==> config.mk <==
export PLATFORM = sky130hd
export DESIGN_NAME = counter_sequencer
export DESIGN_NICKNAME = d
export VERILOG_FILES = /design/src/rtl/counter_pkg.sv /design/src/rtl/updown_counter.sv /design/src/rtl/counter_sequencer.sv
export SDC_FILE = /design/constraint.sdc
export NUM_CORES = 1
export LEC_CHECK = 0
export ABC_AREA = 1
export BUFFER_PORTS_ARGS = -buffer_cell sky130_fd_sc_hd__buf_2
export CAP_MARGIN = 25
export CORE_MARGIN = 5
export CORE_UTILIZATION = 55
export DETAILED_ROUTE_END_ITERATION = 7
export PLACE_DENSITY = 0.77
export SLEW_MARGIN = 20
export SYNTH_ARGS = -nofsm -noshare
export SYNTH_HDL_FRONTEND = slang
export SYNTH_HIERARCHICAL = 1
export SYNTH_SLANG_ARGS = --single-unit
==> constraint.sdc <==
create_clock -name clock -period 5 [get_ports clock]
set_clock_uncertainty 0.2 [all_clocks]
set_input_delay 0.75 -clock clock [delete_from_list [all_inputs] [get_ports clock]]
set_output_delay 0.75 -clock clock [all_outputs]
set_load 0.05 [all_outputs]
==> src/rtl/counter_pkg.sv <==
// Shared types and constants for the counter sequencer and its datapath.
// Holds the command op encoding, the FSM states and the default counter width.
package counter_pkg;

   localparam int WIDTH_DEFAULT = 4;

   typedef enum logic [1:0] {
      OP_UP     = 2'd0,
      OP_DOWN   = 2'd1,
      OP_BOUNCE = 2'd2,
      OP_RSVD   = 2'd3
   } op_e;

   typedef enum logic [1:0] {
      ST_IDLE = 2'd0,
      ST_RUN  = 2'd1,
      ST_DONE = 2'd2
   } state_e;

endpackage

==> src/rtl/updown_counter.sv <==
// Loadable up/down counter used as the sequencer datapath.
// A load takes priority over a step; with neither, the value is held.
module updown_counter
   import counter_pkg::*;
#(
   parameter int WIDTH = WIDTH_DEFAULT
) (
   input  logic             clock,
   input  logic             clear,
   input  logic             load,
   input  logic [WIDTH-1:0] load_val,
   input  logic             en,
   input  logic             dir,
   output logic [WIDTH-1:0] s
);

   localparam logic [WIDTH-1:0] One = WIDTH'(1);

   logic [WIDTH-1:0] s_q;
   logic [WIDTH-1:0] s_d;

   always_comb begin
      s_d = s_q;
      if (load) begin
         s_d = load_val;
      end else if (en) begin
         s_d = dir ? (s_q - One) : (s_q + One);
      end
   end

   always_ff @(posedge clock or posedge clear) begin
      if (clear) begin
         s_q <= '0;
      end else begin
         s_q <= s_d;
      end
   end

   assign s = s_q;

endmodule

==> src/rtl/counter_sequencer.sv <==
// Command-driven counter sequencer: runs UP, DOWN or BOUNCE sweeps between latched
// limits for a number of passes (0 = until abort), then pulses done for one cycle.
module counter_sequencer
   import counter_pkg::*;
#(
   parameter int WIDTH = WIDTH_DEFAULT
) (
   input  logic             clock,
   input  logic             clear,
   input  logic             cmd_valid,
   output logic             cmd_ready,
   input  logic [1:0]       cmd_op,
   input  logic [WIDTH-1:0] cmd_lo,
   input  logic [WIDTH-1:0] cmd_hi,
   input  logic [3:0]       cmd_passes,
   input  logic             abort,
   output logic [WIDTH-1:0] s,
   output logic             dir,
   output logic             busy,
   output logic             done,
   output logic             err
);

   state_e           state_q;
   op_e              op_q;
   logic [WIDTH-1:0] lo_q;
   logic [WIDTH-1:0] hi_q;
   logic [3:0]       passCnt_q;
   logic             dir_q;
   logic             dir_d;
   logic             err_q;

   logic             cmdBad;
   logic             passEnd;
   logic             lastPass;
   logic             cntLoad;
   logic [WIDTH-1:0] cntLoadVal;
   logic             cntEn;
   logic [WIDTH-1:0] sVal;

   assign cmdBad = (cmd_lo > cmd_hi) || (op_e'(cmd_op) == OP_RSVD);

   // A BOUNCE pass ends only on the return to lo, i.e. while already heading down.
   always_comb begin
      passEnd = 1'b0;
      unique case (op_q)
         OP_UP:     passEnd = (sVal == hi_q);
         OP_DOWN:   passEnd = (sVal == lo_q);
         OP_BOUNCE: passEnd = (lo_q == hi_q) || (dir_q && (sVal == lo_q));
         default:   passEnd = 1'b0;
      endcase
   end

   assign lastPass = passEnd && (passCnt_q == 4'd1);

   always_comb begin
      cntLoad    = 1'b0;
      cntLoadVal = sVal;
      cntEn      = 1'b0;
      dir_d      = dir_q;
      unique case (state_q)
         ST_IDLE: begin
            if (cmd_valid && !cmdBad) begin
               cntLoad    = 1'b1;
               cntLoadVal = (op_e'(cmd_op) == OP_DOWN) ? cmd_hi : cmd_lo;
               dir_d      = (op_e'(cmd_op) == OP_DOWN);
            end
         end
         ST_RUN: begin
            if (!abort && !lastPass) begin
               unique case (op_q)
                  OP_UP: begin
                     if (passEnd) begin
                        cntLoad    = 1'b1;
                        cntLoadVal = lo_q;
                     end else begin
                        cntEn = 1'b1;
                     end
                  end
                  OP_DOWN: begin
                     if (passEnd) begin
                        cntLoad    = 1'b1;
                        cntLoadVal = hi_q;
                     end else begin
                        cntEn = 1'b1;
                     end
                  end
                  OP_BOUNCE: begin
                     // The turn and the first step away from the limit share one edge.
                     if (lo_q != hi_q) begin
                        cntEn = 1'b1;
                        if (!dir_q && (sVal == hi_q)) begin
                           dir_d = 1'b1;
                        end else if (dir_q && (sVal == lo_q)) begin
                           dir_d = 1'b0;
                        end
                     end
                  end
                  default: begin
                     cntEn = 1'b0;
                  end
               endcase
            end
         end
         default: begin
            cntEn = 1'b0;
         end
      endcase
   end

   updown_counter #(
      .WIDTH(WIDTH)
   ) uCounter (
      .clock   (clock),
      .clear   (clear),
      .load    (cntLoad),
      .load_val(cntLoadVal),
      .en      (cntEn),
      .dir     (dir_d),
      .s       (sVal)
   );

   always_ff @(posedge clock or posedge clear) begin
      if (clear) begin
         state_q   <= ST_IDLE;
         op_q      <= OP_UP;
         lo_q      <= '0;
         hi_q      <= '0;
         passCnt_q <= 4'd0;
         dir_q     <= 1'b0;
         err_q     <= 1'b0;
      end else begin
         err_q <= 1'b0;
         dir_q <= dir_d;
         unique case (state_q)
            ST_IDLE: begin
               if (cmd_valid) begin
                  if (cmdBad) begin
                     err_q <= 1'b1;
                  end else begin
                     op_q      <= op_e'(cmd_op);
                     lo_q      <= cmd_lo;
                     hi_q      <= cmd_hi;
                     passCnt_q <= cmd_passes;
                     state_q   <= ST_RUN;
                  end
               end
            end
            ST_RUN: begin
               // A zero pass count never decrements, so only abort can end it.
               if (abort) begin
                  state_q <= ST_DONE;
               end else if (passEnd && (passCnt_q != 4'd0)) begin
                  passCnt_q <= passCnt_q - 4'd1;
                  if (passCnt_q == 4'd1) begin
                     state_q <= ST_DONE;
                  end
               end
            end
            ST_DONE: begin
               state_q <= ST_IDLE;
            end
            default: begin
               state_q <= ST_IDLE;
            end
         endcase
      end
   end

   assign cmd_ready = (state_q == ST_IDLE);
   assign busy      = (state_q == ST_RUN) || (state_q == ST_DONE);
   assign done      = (state_q == ST_DONE);
   assign err       = err_q;
   assign dir       = dir_q;
   assign s         = sVal;

endmodule

After elaboration in Yosys (flattened, before gate mapping):

Cells that the tools add are included.

* flip-flop bits (word level): 22
* input port bits: 18
* output and inout bits: 9

* add/subtract/negate cells: 3
* order comparisons: 1
* equality and inequality tests: 23
* mux-type cells: 42
* bitwise gates (word level): 1
* reductions and logical operators: 23

Operators with widths (count)
* 2-to-1 mux 4 bit: 12
* one-hot mux 4 bit (2 select lines): 3
* 2-to-1 mux 1 bit: 17
* equality test 4 bit: 3
* 2-to-1 mux 2 bit: 5
* != test 3 bit (second input constant): 3
* != test 2 bit (second input constant): 4
* != test 4 bit (second input constant): 2
* subtractor 4 x 1 -> 4 bit (second input constant): 2
* AND reduction 7 bit: 1
* equality test 2 x 1 -> 1 bit (second input constant): 3
* equality test 2 bit (second input constant): 3
* logical AND 1 bit: 6
* != test 3 x 2 -> 1 bit (second input constant): 2
* one-hot mux 1 bit (2 select lines): 3
* AND reduction 5 bit: 1
* adder 4 x 1 -> 4 bit (second input constant): 1
* equality test 4 x 1 -> 1 bit (second input constant): 1
* > comparator 4 bit: 1
* logical NOT 1 bit: 4
* logical NOT 2 bit: 2
* != test 4 x 2 -> 1 bit (second input constant): 1
* != test 4 bit: 1
* one-hot mux 2 bit (2 select lines): 1
* other kinds (8): 11

Longest topological paths before layout:

Gate-level depths: netlist of run 1.

* word-level depth: 12
* depth in mapped cells: 20
* gate-level depth less buffers: 20

Modules after synthesis:

Netlist of run 1, hierarchy kept.

Modules (own cells, without submodules)
* counter_sequencer: instances 1, cells each 247, area each 1612.8 µm², sequential area each 450.4 µm²
* updown_counter: instances 1, cells each 38, area each 294.0 µm², sequential area each 100.1 µm²

Worst setup path after synthesis of run 1:

OpenSTA, ideal clock, no wires.

* path type: input-to-reg
* start: input cmd_hi[1]
* end: register uCounter.s_q[3] (netlist: uCounter/s[3])
* setup time: 0.123 ns
* data arrival time: 2.746 ns
* data required time: 4.677 ns
* path slack: 1.931 ns
* stages on the path: 17
* path buffers: 0
* path through: inv_1 ha_1 a21oi_1 o21ai_1 o21ai_1 nand3_1 nor2_1 inv_1 nor2_1 a21oi_1 nand2_1 ha_1 or2_1 nand2_1 nand2_1 nand3_1 nand2_1

* cells in the longest elaborated chain, start to end: 9

RTL lines
* from (decl): RTL line counter_sequencer.sv:14 `input logic [WIDTH-1:0] cmd_hi,`
* > comparator 4 bit: RTL line counter_sequencer.sv:41 `assign cmdBad = (cmd_lo > cmd_hi) || (op_e'(cmd_op) == OP_RSVD);`
* logical OR 1 bit: RTL line counter_sequencer.sv:41
* logical NOT 1 bit: RTL line counter_sequencer.sv:63 `if (cmd_valid && !cmdBad) begin`
* logical AND 1 bit: RTL line counter_sequencer.sv:63
* 2-to-1 mux 1 bit: RTL line counter_sequencer.sv:63
* one-hot mux 1 bit (2 select lines): RTL line counter_sequencer.sv:61 `unique case (state_q)`
* named net dir_d: RTL line counter_sequencer.sv:30 `logic dir_d;`
* 2-to-1 mux 4 bit: RTL line updown_counter.sv:27 `s_d = dir ? (s_q - One) : (s_q + One);`
* 2-to-1 mux 4 bit: RTL line updown_counter.sv:26 `end else if (en) begin`
* 2-to-1 mux 4 bit: RTL line updown_counter.sv:24 `if (load) begin`
* to (signal assigned): RTL line updown_counter.sv:33 `s_q <= '0;`
* to (signal assigned): RTL line updown_counter.sv:35 `s_q <= s_d;`
* to (decl): RTL line updown_counter.sv:19 `logic [WIDTH-1:0] s_q;`

The timed path passes the listed nets, and every way through them passes these cells. The select of a mux whose other input is x is not followed.
A chain may end at the register's enable or synchronous reset.

Worst setup path in the final report of run 1:

* start: input cmd_lo[1]
* end: register uCounter.s_q[2] (netlist: uCounter/s[2])

* cells in the longest elaborated chain, start to end: 9

RTL lines
* from (decl): RTL line counter_sequencer.sv:13 `input logic [WIDTH-1:0] cmd_lo,`
* > comparator 4 bit: RTL line counter_sequencer.sv:41
* logical OR 1 bit: RTL line counter_sequencer.sv:41
* logical NOT 1 bit: RTL line counter_sequencer.sv:63
* logical AND 1 bit: RTL line counter_sequencer.sv:63
* 2-to-1 mux 1 bit: RTL line counter_sequencer.sv:63
* one-hot mux 1 bit (2 select lines): RTL line counter_sequencer.sv:61
* named net dir_d: RTL line counter_sequencer.sv:30
* 2-to-1 mux 4 bit: RTL line updown_counter.sv:27
* 2-to-1 mux 4 bit: RTL line updown_counter.sv:26
* 2-to-1 mux 4 bit: RTL line updown_counter.sv:24

The timed path passes the listed nets, and every way through them passes these cells. The select of a mux whose other input is x is not followed.

==> results of run 1 <==
==> worst register-to-register path, stage by stage (launching register included) <==
cell,delay [ns]
sky130_fd_sc_hd__dfrtp_1,0.60
sky130_fd_sc_hd__inv_2,0.07
sky130_fd_sc_hd__nand2_1,0.07
sky130_fd_sc_hd__nand2_1,0.07
sky130_fd_sc_hd__nor2_1,0.15
sky130_fd_sc_hd__nand3_2,0.10
sky130_fd_sc_hd__nand2_2,0.08
sky130_fd_sc_hd__inv_4,0.06
sky130_fd_sc_hd__nand2_8,0.10
sky130_fd_sc_hd__nand2_4,0.07
sky130_fd_sc_hd__nand2_1,0.13
sky130_fd_sc_hd__nand2_1,0.07
sky130_fd_sc_hd__nand3_1,0.08
sky130_fd_sc_hd__nand2_1,0.13
sky130_fd_sc_hd__ha_1,0.33
sky130_fd_sc_hd__or2_1,0.23
sky130_fd_sc_hd__nand2_1,0.07
sky130_fd_sc_hd__nand2_1,0.05
sky130_fd_sc_hd__nand3_1,0.06
sky130_fd_sc_hd__nand2_1,0.05
==> path summary, 6_finish.rpt <==
check	start	endpoint	slack (ns)	cells after the start
worst min register to register	state_q[0]	state_q[0]	0.34	2
worst max register to register	uCounter/s[0]	uCounter/s[3]	2.16	19
worst min-delay path	clear	uCounter/s[0]	0.09	2
max in group asynchronous	clear	op_q[0]	3.80	2
min in group clock	state_q[0]	state_q[0]	0.34	2
worst max-delay path	cmd_lo[1]	uCounter/s[2]	1.90	16
==> cells by family after synthesis <==
logic type | synth area share (%)
AOI/OAI and AO/OA | 15.1
xor gates and xnor gates | 3.22
adders and majority gates | 8.92
buffers and inverters | 9.19
DFF | 28.9
and+or+nand+nor | 34.7
==> flip-flops by register name, indices dropped and copies added, names as in the netlist <==
signal and cells:
dir 1, state_q 2, lo_q 4, op_q 2, passCnt_q 4, hi_q 4, uCounter/s 4, err 1
==> cell usage in the layout, fill, tap and decap left out, drive strengths merged, types with 4 or more instances in the layout <==
cell type	instances
nand3	16
a22oi	7
a21oi	7
nand2	115
dfrtp	22
ha	12
o21ai	26
o22ai	4
nor2	15
buf	27
inv	42
xor2	6
clkbuf	4
==> per-stage QoR <==
step | hold slack, ns | utilization, % | instance area, um^2 | setup slack, ns
after floorplan | 0.267 | - | 1910 | 1.93
after global placement | 0.298 | 62.5 | 2090 | 1.64
after detailed placement | 0.309 | 62.5 | 2090 | 1.57
after CTS | 0.0880 | 63.6 | 2120 | 1.92
after global routing | 0.0741 | 63.6 | 2120 | 1.66
final | 0.0937 | 63.6 | 2120 | 1.90
==> layer usage <==
metal  global-route usage [%]  part of all wire, %  vias to the layer above
li1                         -                    -                      964
met1                     28.9                   49                      826
met2                     35.4                   47                       27
met3                     2.59                  3.0                        4
met4                     7.79                  1.2                        0
met5                        0                    0                        -
==> layout make-up <==
class / instances / area share, %
timing repair buffer: 27 / 6.48
tap: 46 / 2.71
inverter: 42 / 7.54
sequential: 22 / 25.9
multi-input combinational: 218 / 55.6
clock buffer: 4 / 1.71
==> power breakdown <==
group          internal [mW]  switching (mW)
clock                 0.0446          0.0606
combinational          0.320           0.651
sequential             0.261           0.110
total                  0.626           0.822
==> results.md, run 1 <==
- Result of the run: finished, final reports clean
- Non-Filler Instances: 359
- Layout filler cell count: 325
- Category of the worst setup path capture point: register
- Maximum number of pins on one net before global-route repair: 26
- Number of buffers on the longest clock path: 2
- Area growth, synth to finish: 11.4%
- I/O pin cnt: 27
- Number of hold-slack violations in the final timing report: 0
- Net count of the finished layout: 345
- Floorplan Core Area: 3340 um^2
- Wire per inst: 12.1 um
- Via count: 1,821
- First-pass GRT wire length: 7650 um
- Sink Count: 22
- Die span in x: 68.9 um
- Post-synthesis instance area: 1910 um^2
- Port-buffer cells: 26
- Max frequency: 322 MHz
- P per Cell Area: 682 nW/um^2
- DRC violations left: 0
- Arrival time worst endpoint: 3.16 ns
- Slowest stage cell on the critical path: sky130_fd_sc_hd__fa_1
- Clock tree root driver cell: sky130_fd_sc_hd__clkbuf_4
- Hold bufs inserted after CTS: 0
- Synth cell types: 33
- Buffers & Inverters on Critical Path: 4
- Worst min path class: input port to asynchronous set/reset pin
- Cell total after placement: 355
- Routed WL: 4330 um
- Aggregate negative setup slack: 0 ns
- List of most frequent post-synthesis cells: sky130_fd_sc_hd__nand2_1 (108), sky130_fd_sc_hd__inv_1 (37), sky130_fd_sc_hd__dfrtp_1 (22)
- Maximum net fanout on the critical path: 25
- Max-slew violations: 0
- Total area of sequential cells: 551 um^2
- Via count of the first global-routing pass: 1,699
- Yosys top cell area share: 28.9%
- Starting Density: 57.1%
- CTS tree: yes
- Cell chain of the critical path: buf_2, ha_1, a21oi_1, o21ai_1, o21ai_1, nand3_1, nor2_1, buf_4, inv_1, nor2_1, a21oi_1, nand2_1, inv_1, fa_1, xor2_1, o21ai_1
- CTS clk-pin slew, worst paths: 0.13 ns
- Most common flop cell mapped by yosys: sky130_fd_sc_hd__dfrtp_1
- Most frequent CP cell: sky130_fd_sc_hd__o21ai_1
- DPL Wire Length: 3390 um
- Post-synth top area cell: sky130_fd_sc_hd__dfrtp_1
- Critical Path Max Stage Delay: 0.39 ns
- Number of DRC markers in iteration 0: 83
- CP Data Required Time: 5.06 ns
- Area of the multi-input gates: 1180 um^2
- Count of instances resized after the clock tree is built: 0
- Headroom to the max-slew limit: 48.6%
- Ratio of cells with drive above 1 in the final layout: 16.3%
- Routability-driven placement congestion ratio: 0.874
- Setup repair after global routing missed its margin: false
- Area of the die: 4740 um^2
- Post-detailed-route via-to-cell ratio: 5.07
- Total routing usage reported by global routing: 21.5%
- Post-route ant nets: 0
- Average size of a mapped cell: 6.69 um^2
- Worst IR drop on VDD: 0.000494 V
- Antenna diode instance count: 0
- Slew @ Worst Pin: 0.764 ns
- Number of H-tree levels: 1
- Initial antenna violation count: 0
- Category of cells accounting for the largest share of critical-path delay: adder cells
- Largest cells by area after synthesis: sky130_fd_sc_hd__dfrtp_1 (29%), sky130_fd_sc_hd__nand2_1 (21%), sky130_fd_sc_hd__ha_1 (7.9%)
- Class of the most critical setup path: input port to register
- Skew-Pair Late Insertion Delay: 0.32 ns
- Most frequent cell after synthesis: sky130_fd_sc_hd__nand2_1
- Remaining global-route overflow: 0
- Final critical-path share of the clock period: 62.0%
- Number of synthesized register bits: 22
- Maximum capacitance violations: 0
- Iteration count of the initial detailed-routing pass: 4
- Overall power of the completed layout: 1.45 mW
- Post-Syn Instances: 285
- Synth Net Count: 316
- Core Rows: 21
- Standby leakage power: 1.19 nW
- Final setup violation count: 0
- Number of warnings reported in the yosys synthesis log: 6
- EDFF count, synth: 0
- Final period demand of the worst path: 3.10 ns
- # Post-CTS Setup Buffers: 0
- Die extent in y: 68.9 um
- FFs w/ async S/R, synth: 100%
- Kind of launch point of the worst setup path: input port
- Register area share after synthesis: 28.9%
- CTS buffer count: 3
Note: power is estimated with default switching activity, not from simulation.
==> inputs of run 2 (changes only) <==
Settings changed: ABC_AREA 1 to 0, CORE_UTILIZATION 55 to 52, PLACE_DENSITY 0.77 to 0.76.
Clock period 5 ns to 2.75 ns, I/O delays scaled along.
==> run 2 against run 1 <==
Net effect: first-iteration DRC count rose by 37%; die area increased by 7.8%; combinational power is 140% higher; final area increased by 29%; hold slack improved by 0.14 ns; setup slack lost 1.8 ns; sequential cell count is the same; wire length is 35% higher; largest cell class unchanged.
==> results.md, run 2 <==
- Cell internal power dissipation: 1.65 mW (+160%)
- FFs w/ async S/R, synth: 100% (unchanged)
- CTS buffer count: 3 (unchanged)
- Starting Density: 53.7% (-3.4 points)
- Post-detailed-route via-to-cell ratio: 5.82 (+15%)
- Maximum net fanout on the critical path: 4 (-84%)
- Clock tree root driver cell: sky130_fd_sc_hd__clkbuf_8
- Synth cell types: 52 (+58%)
- Post-synthesis instance area: 1970 um^2 (+3.1%)
- Commonest non-fill, non-tap cell in the layout: sky130_fd_sc_hd__buf_4
- Cell chain of the critical path: xor2_1, nor4_1, buf_4, nor3_1, a31oi_1, a21oi_2, o221ai_4, inv_2, fa_2, xnor2_1, mux2i_1, o21ai_1
- Remaining global-route overflow: 0 (unchanged)
- Most frequent cells in the layout: sky130_fd_sc_hd__buf_4 (44), sky130_fd_sc_hd__buf_2 (26), sky130_fd_sc_hd__nand2_1 (20), sky130_fd_sc_hd__mux2i_1 (17)
- Result of the run: finished, final reports clean
- Max frequency: 371 MHz
- Finished Core Util: 74.6% (+11 points)
- Sink Count: 22 (unchanged)
- Number of warnings reported in the yosys synthesis log: 6 (unchanged)
- Routed WL: 5830 um (+35%)
- Arrival time worst endpoint: 2.66 ns (-0.50 ns)
- Slowest stage cell on the critical path: sky130_fd_sc_hd__dfrtp_1
- Kind of launch point of the worst setup path: register
- Skew-Pair Late Insertion Delay: 0.27 ns (-0.05 ns)
- Via count of the first global-routing pass: 1,983 (+17%)
- Synth Net Count: 260 (-18%)
- Share of power burned in combinational logic: 71.4% (+4.3 points)
- Setup repair after global routing missed its margin: true
- Slew @ Worst Pin: 0.766 ns (+0.00164 ns)
- Capture instance of the worst register-to-register path: uCounter/s[2]
- Max-slew violations: 0 (unchanged)
- Final critical-path share of the clock period: 97.9%
- Routability-driven placement congestion ratio: 0.888 (+1.7%)
- Die extent in y: 71.5 um (+3.8%)
- Reg power frac: 21.1% (-4.6 points)
- CTS tree: yes
- Net Switching: 1.58 mW (+92%)
- List of most frequent post-synthesis cells: sky130_fd_sc_hd__dfrtp_1 (22), sky130_fd_sc_hd__nand2_1 (20), sky130_fd_sc_hd__a21oi_1 (18)
- CP Data Required Time: 2.71 ns (-2.35 ns)
- Worst Setup Slack, final: 0.0567 ns (-1.84 ns)
- Via count: 1,991 (+9.3%)
- Net count of the finished layout: 326 (-5.5%)
- Die span in x: 71.5 um (+3.8%)
- Core Rows: 22 (+4.8%)
- Maximum capacitance violations: 0 (unchanged)
- Cell total after placement: 330 (-7.0%)
- DPL Wire Length: 4180 um (+24%)
- Ratio of cells with drive above 1 in the final layout: 41.8% (+26 points)
- Worst hold path startpoint: cmd_op[1]
- First-pass GRT wire length: 9200 um (+20%)
- Placed cell areas: 2510 um^2 (+20%)
- Post-Layout Inst Area: 2730 um^2 (+29%)
- Buffers & Inverters on Critical Path: 2 (-2)
- Antenna diode instance count: 0 (unchanged)
- Overall power of the completed layout: 3.23 mW (+120%)
- EDFF count, synth: 0 (unchanged)
- Worst min path class: input port to register
- Headroom to the max-slew limit: 48.9% (+0.27 points)
- Maximum number of pins on one net before global-route repair: 29 (+12%)
- Number of H-tree levels: 1 (unchanged)
- Area growth, synth to finish: 38.9%
- Count of cells along the worst hold path: 2
- I/O pin cnt: 27 (unchanged)
- Post-synth top area cell: sky130_fd_sc_hd__dfrtp_1
- Switching Share: 48.8% (-7.9 points)
- Port-buffer cells: 26 (unchanged)
- R2R Path Start: lo_q[0]
- Floorplan Core Area: 3660 um^2 (+9.7%)
- Critical Path Max Stage Delay: 0.43 ns (+0.04 ns)
- Number of synthesized register bits: 22 (unchanged)
- Non-Filler Instances: 342 (-4.7%)
- Setup slack on the worst flop-to-flop path: 0.06 ns (-2.10 ns)
- P per Cell Area: 1180 nW/um^2 (+74%)
- DRC violations left: 0 (unchanged)
- Worst IR drop on VDD: 0.000648 V (+31%)
- Number of DRC markers in iteration 0: 114 (+37%)
- Number of hold-slack violations in the final timing report: 0 (unchanged)
- Initial antenna violation count: 0 (unchanged)
- Category of cells accounting for the largest share of critical-path delay: compound AO/OA/AOI/OAI gates
- Aggregate negative setup slack: 0 ns (unchanged)
- Wire per inst: 17.0 um (+41%)
- Worst-case setup slack after placement: -0.180 ns (-1.75 ns)
- Final setup violation count: 0 (unchanged)
- Largest cells by area after synthesis: sky130_fd_sc_hd__dfrtp_1 (28%), sky130_fd_sc_hd__mux2i_1 (8.7%), sky130_fd_sc_hd__ha_1 (7.6%)
- Most frequent cell after synthesis: sky130_fd_sc_hd__dfrtp_1
- Register area share after synthesis: 28.0% (-0.88 points)
- Post-route ant nets: 0 (unchanged)
- Most common flop cell mapped by yosys: sky130_fd_sc_hd__dfrtp_1
- Area of the die: 5110 um^2 (+7.8%)
- Yosys top cell area share: 28.0% (-0.88 points)
- Total routing usage reported by global routing: 22.4% (+0.90 points)
- Average size of a mapped cell: 8.59 um^2 (+28%)
- Number of buffers on the longest clock path: 2 (unchanged)
- Standby leakage power: 1.26 nW (+5.9%)
- R2r worst-path depth: 12 (-7)
- Relative contribution of the clock network to total power: 7.5% (+0.2 points)
- Class of the most critical setup path: register to register
- Hold path endpoint: op_q[1]
- Worst hold-check slack: 0.235 ns (+0.141 ns)
- Final period demand of the worst path: 2.69 ns
- CTS clk-pin slew, worst paths: 0.09 ns (-0.04 ns)
- Post-Syn Instances: 229 (-20%)
- Category of the worst setup path capture point: register
- Iteration count of the initial detailed-routing pass: 4 (unchanged)
-- run 2: cell types whose count changed after synthesis, moves of 7 or more --
| cell | change |
|---|---|
| sky130_fd_sc_hd__mux2i_1 | +17 |
| sky130_fd_sc_hd__nand3_1 | -10 |
| sky130_fd_sc_hd__clkbuf_1 | +7 |
| sky130_fd_sc_hd__nand2_1 | -88 |
| sky130_fd_sc_hd__mux2_2 | +9 |
| sky130_fd_sc_hd__inv_1 | -20 |
| sky130_fd_sc_hd__o21ai_1 | -13 |
| sky130_fd_sc_hd__a21oi_1 | +12 |
-- run 2: timing repair --
action,CTS,global route
gates cloned,0,0
hold endpoints to repair,4,0
endpoints found under the setup margin,3,4
pin swaps,1,10
gates resized for setup,4,17
buffers inserted,1,6
hold buffers,1,0
-- run 2: area by class of cell --
type                    count  area (um^2)
fillers                   254          928
well taps                  48         60.1
clock buffers               4         55.1
inverters                  17         76.3
repair buffers             73          493
multi-input cells         178         1490
flip-flops and latches     22          558
-- run 2: worst max path at each step --
stage               cells past startpoint  slack, ns          from            end
CTS                                     9       0.01  passCnt_q[1]  uCounter/s[3]
floorplan                              13      -0.17     cmd_hi[1]  uCounter/s[1]
detailed placement                     12      -0.18     cmd_hi[1]  uCounter/s[3]
finish                                 12       0.06       lo_q[0]  uCounter/s[2]
global placement                       12      -0.06     cmd_hi[1]  uCounter/s[3]
global route                           11      -0.05       lo_q[3]  uCounter/s[3]
-- run 2: cell families after synthesis --
group / after synthesis / synth area share [%]
simple gates: 64 / 18.1
xor+xnor: 14 / 6.23
mux: 26 / 13.8
fa+ha+maj: 13 / 8.65
flops: 22 / 28.0
buf+inv: 29 / 5.85
compound gates: 61 / 19.4
-- run 2: layer usage --
metal / part of all wire [%] / GRT usage [%] / vias up
met1: 44 / 31.3 / 957
met5: 0 / 0 / -
met4: 3.3 / 6.05 / 0
met3: 4.8 / 2.52 / 16
li1: - / - / 951
met2: 48 / 36.5 / 67
-- run 2: power groups by stage --
stage	Clock [mW]	Sequential, mW	Combinational (mW)
4_1_cts	0.244	0.652	2.09
2_1_floorplan	0	0.751	1.39
6_report	0.244	0.681	2.31
3_5_place_dp	0	0.655	2.05
3_3_place_gp	0	0.638	1.97
5_1_grt	0.257	0.703	2.51
==> inputs of run 3 (changes only) <==
Settings changed: CORE_UTILIZATION 52 to 55, PLACE_DENSITY 0.76 to 0.77.
Clock period 2.75 ns to 2.5 ns, I/O delays scaled along.
==> run 3 against run 2 <==
Net effect: the run now ends with negative setup slack left; hold slack worse by 0.10 ns; clock-buffer cell count stayed put; register-to-register slack worse by 0.24 ns; final area is 5.6% higher; final cell count is 3.2% higher; setup slack worse by 0.24 ns; sequential power is 1% higher; critical path type unchanged; largest cell class unchanged; largest power group unchanged.
==> results.md, run 3 (synthesis gave the netlist of run 2 again) <==
- Result of the run: complete, but fails checks
- Violations in the final reports: negative setup slack
- Starting Density: 58.0% (+4.3 points)
- Capture point of the critical path: uCounter/s[3]
- Max-slew violations: 0 (unchanged)
- Kind of launch point of the worst setup path: register
- Worst IR drop on VDD: 0.000923 V (+42%)
- Number of buffers on the longest clock path: 2 (unchanged)
- Final period demand of the worst path: 2.69 ns (-0.00656 ns)
- Category of the worst setup path capture point: register
- Worst-case setup slack after placement: -0.375 ns (-0.194 ns)
- Wire per inst: 17.8 um (+4.7%)
- Slew @ Worst Pin: 0.731 ns (-0.0350 ns)
- Headroom to the max-slew limit: 51.2% (+2.3 points)
- Remaining global-route overflow: 0 (unchanged)
- Commonest non-fill, non-tap cell in the layout: sky130_fd_sc_hd__buf_4
- Sink Count: 22 (unchanged)
- Die span in x: 69.8 um (-2.4%)
- Number of DRC markers in iteration 0: 171 (+50%)
- R2r worst-path depth: 9 (-3)
- Number of hold-slack violations in the final timing report: 0 (unchanged)
- Non-Filler Instances: 353 (+3.2%)
- Area of the die: 4870 um^2 (-4.7%)
- Maximum number of pins on one net before global-route repair: 20 (-31%)
- Class of the most critical setup path: register to register
- Total routing usage reported by global routing: 23.6% (+1.2 points)
- Skew-Pair Late Insertion Delay: 0.33 ns (+0.06 ns)
- First-pass GRT wire length: 9430 um (+2.6%)
- Core Rows: 21 (-4.5%)
- I/O pin cnt: 27 (unchanged)
- Final setup violation count: 5 (+5)
- Via count: 2,096 (+5.3%)
- Floorplan Core Area: 3390 um^2 (-7.4%)
- Worst Setup Slack, final: -0.187 ns (-0.243 ns)
- Cell total after placement: 338 (+2.4%)
- Number of H-tree levels: 1 (unchanged)
- DPL Wire Length: 4180 um (-0.20%)
- Net count of the finished layout: 339 (+4.0%)
- Port-buffer cells: 26 (unchanged)
- Setup slack on the worst flop-to-flop path: -0.19 ns (-0.24 ns)
- Capture instance of the worst register-to-register path: uCounter/s[3]
- Maximum capacitance violations: 0 (unchanged)
- Layout filler cell count: 179 (-30%)
- CTS buffer count: 3 (unchanged)
- Initial antenna violation count: 0 (unchanged)
- P per Cell Area: 1290 nW/um^2 (+9.3%)
- Area growth, synth to finish: 46.8%
- Post-detailed-route via-to-cell ratio: 5.94 (+2.0%)
- Routability-driven placement congestion ratio: 0.906 (+2.0%)
- Post-route ant nets: 0 (unchanged)
- DRC violations left: 0 (unchanged)
- Start point of the critical path: passCnt_q[1]
- Worst min path class: input port to register
- Most frequent cells in the layout: sky130_fd_sc_hd__buf_4 (50), sky130_fd_sc_hd__buf_2 (26), sky130_fd_sc_hd__nand2_1 (20), sky130_fd_sc_hd__mux2i_1 (17), sky130_fd_sc_hd__dfrtp_1 (17)
- R2R Path Start: passCnt_q[1]
- Via count of the first global-routing pass: 1,975 (-0.40%)
- CTS tree: yes
- Max frequency: 372 MHz (+0.24%)
- Routed WL: 6300 um (+8.0%)
- Die extent in y: 69.8 um (-2.4%)
- Final critical-path share of the clock period: 107% (+9.5 points)
- Ratio of cells with drive above 1 in the final layout: 46.3% (+4.4 points)
- Iteration count of the initial detailed-routing pass: 4 (unchanged)
- Antenna diode instance count: 0 (unchanged)
- Standby leakage power: 1.33 nW (+6.0%)
- Maximum net fanout on the critical path: 2 (-2)
- Setup repair after global routing missed its margin: true
- CTS clk-pin slew, worst paths: 0.14 ns (+0.05 ns)
- CP Data Required Time: 2.58 ns (-0.13 ns)
- Clock tree root driver cell: sky130_fd_sc_hd__clkbuf_4
- Arrival time worst endpoint: 2.77 ns (+0.11 ns)
[run 3: changes by cell type in the layout (fill, tap and decap cells not counted), moves of 2 or more]
cell / previous run / this run
sky130_fd_sc_hd__a21oi_2: 1 / 3
sky130_fd_sc_hd__xnor2_1: 3 / 5
sky130_fd_sc_hd__inv_2: 2 / 4
sky130_fd_sc_hd__clkbuf_4: 0 / 3
sky130_fd_sc_hd__a211oi_1: 3 / 1
sky130_fd_sc_hd__buf_6: 2 / 9
sky130_fd_sc_hd__xnor2_2: 3 / 1
sky130_fd_sc_hd__clkbuf_8: 4 / 1
sky130_fd_sc_hd__buf_4: 44 / 50
[run 3: report_power, final]
part | internal [mW] | switching, mW | total [mW]
sequential | 0.521 | 0.167 | 0.688
clock | 0.0893 | 0.126 | 0.215
combinational | 1.29 | 1.54 | 2.83
[run 3: cell type report]
| cell class | instances | area, um^2 | area share (%) |
|---|---|---|---|
| multi-input cells | 178 | 1560 | 53.9 |
| repair buffers | 86 | 617 | 21.4 |
| flip-flops and latches | 22 | 557 | 19.3 |
| inverters | 17 | 63.8 | 2.21 |
| well taps | 46 | 57.6 | 1.99 |
| clock buffers | 4 | 36.3 | 1.26 |
[run 3: worst max-delay path: stages (launching register included)]
cell and delay (ns):
sky130_fd_sc_hd__dfrtp_1 0.43, sky130_fd_sc_hd__inv_2 0.07, sky130_fd_sc_hd__ha_1 0.14, sky130_fd_sc_hd__or3b_4 0.40, sky130_fd_sc_hd__or4_4 0.44, sky130_fd_sc_hd__nand3_2 0.10, sky130_fd_sc_hd__o31ai_1 0.08, sky130_fd_sc_hd__or4b_1 0.51
sky130_fd_sc_hd__a22o_1 0.19, sky130_fd_sc_hd__nand3_1 0.06
[run 3: metrics by stage]
step	hold WS (ns)	area (um^2)	power [mW]	setup TNS [ns]	utilization, %
2_1_floorplan	-0.0589	2090	2.34	-1.17	-
3_3_place_gp	0.0863	2560	2.95	-1.24	75.7
3_5_place_dp	0.0915	2560	3.02	-1.61	75.7
4_1_cts	0.136	2750	3.44	-0.211	81.0
5_1_grt	0.140	2890	3.99	-1.13	85.2
6_report	0.133	2890	3.73	-0.499	85.2
[run 3: metal layers]
layer  share of wire, %  track usage [%]
met4                4.1             9.79
met2                 48             37.8
met1                 42             31.7
met3                5.9             3.48
met5                  0                0
[run 3: how the worst min path moves through the flow]
stage                     to  slack [ns]  cells past startpoint       from
6_report             hi_q[3]        0.13                      3  cmd_hi[3]
5_1_grt              hi_q[3]        0.14                      3  cmd_hi[3]
4_1_cts              hi_q[3]        0.14                      3  cmd_hi[3]
3_5_place_dp   uCounter/s[3]        0.09                      2      clear
3_3_place_gp   uCounter/s[3]        0.09                      2      clear
2_1_floorplan  uCounter/s[0]       -0.06                      1      clear
[run 3: what timing repair did]
action	4_1_cts	5_1_grt
hold buffers	1	0
hold endpoints to repair	22	0
buffers inserted	5	6
endpoints found under the setup margin	4	9
pin swaps	11	7
resized for setup	18	23
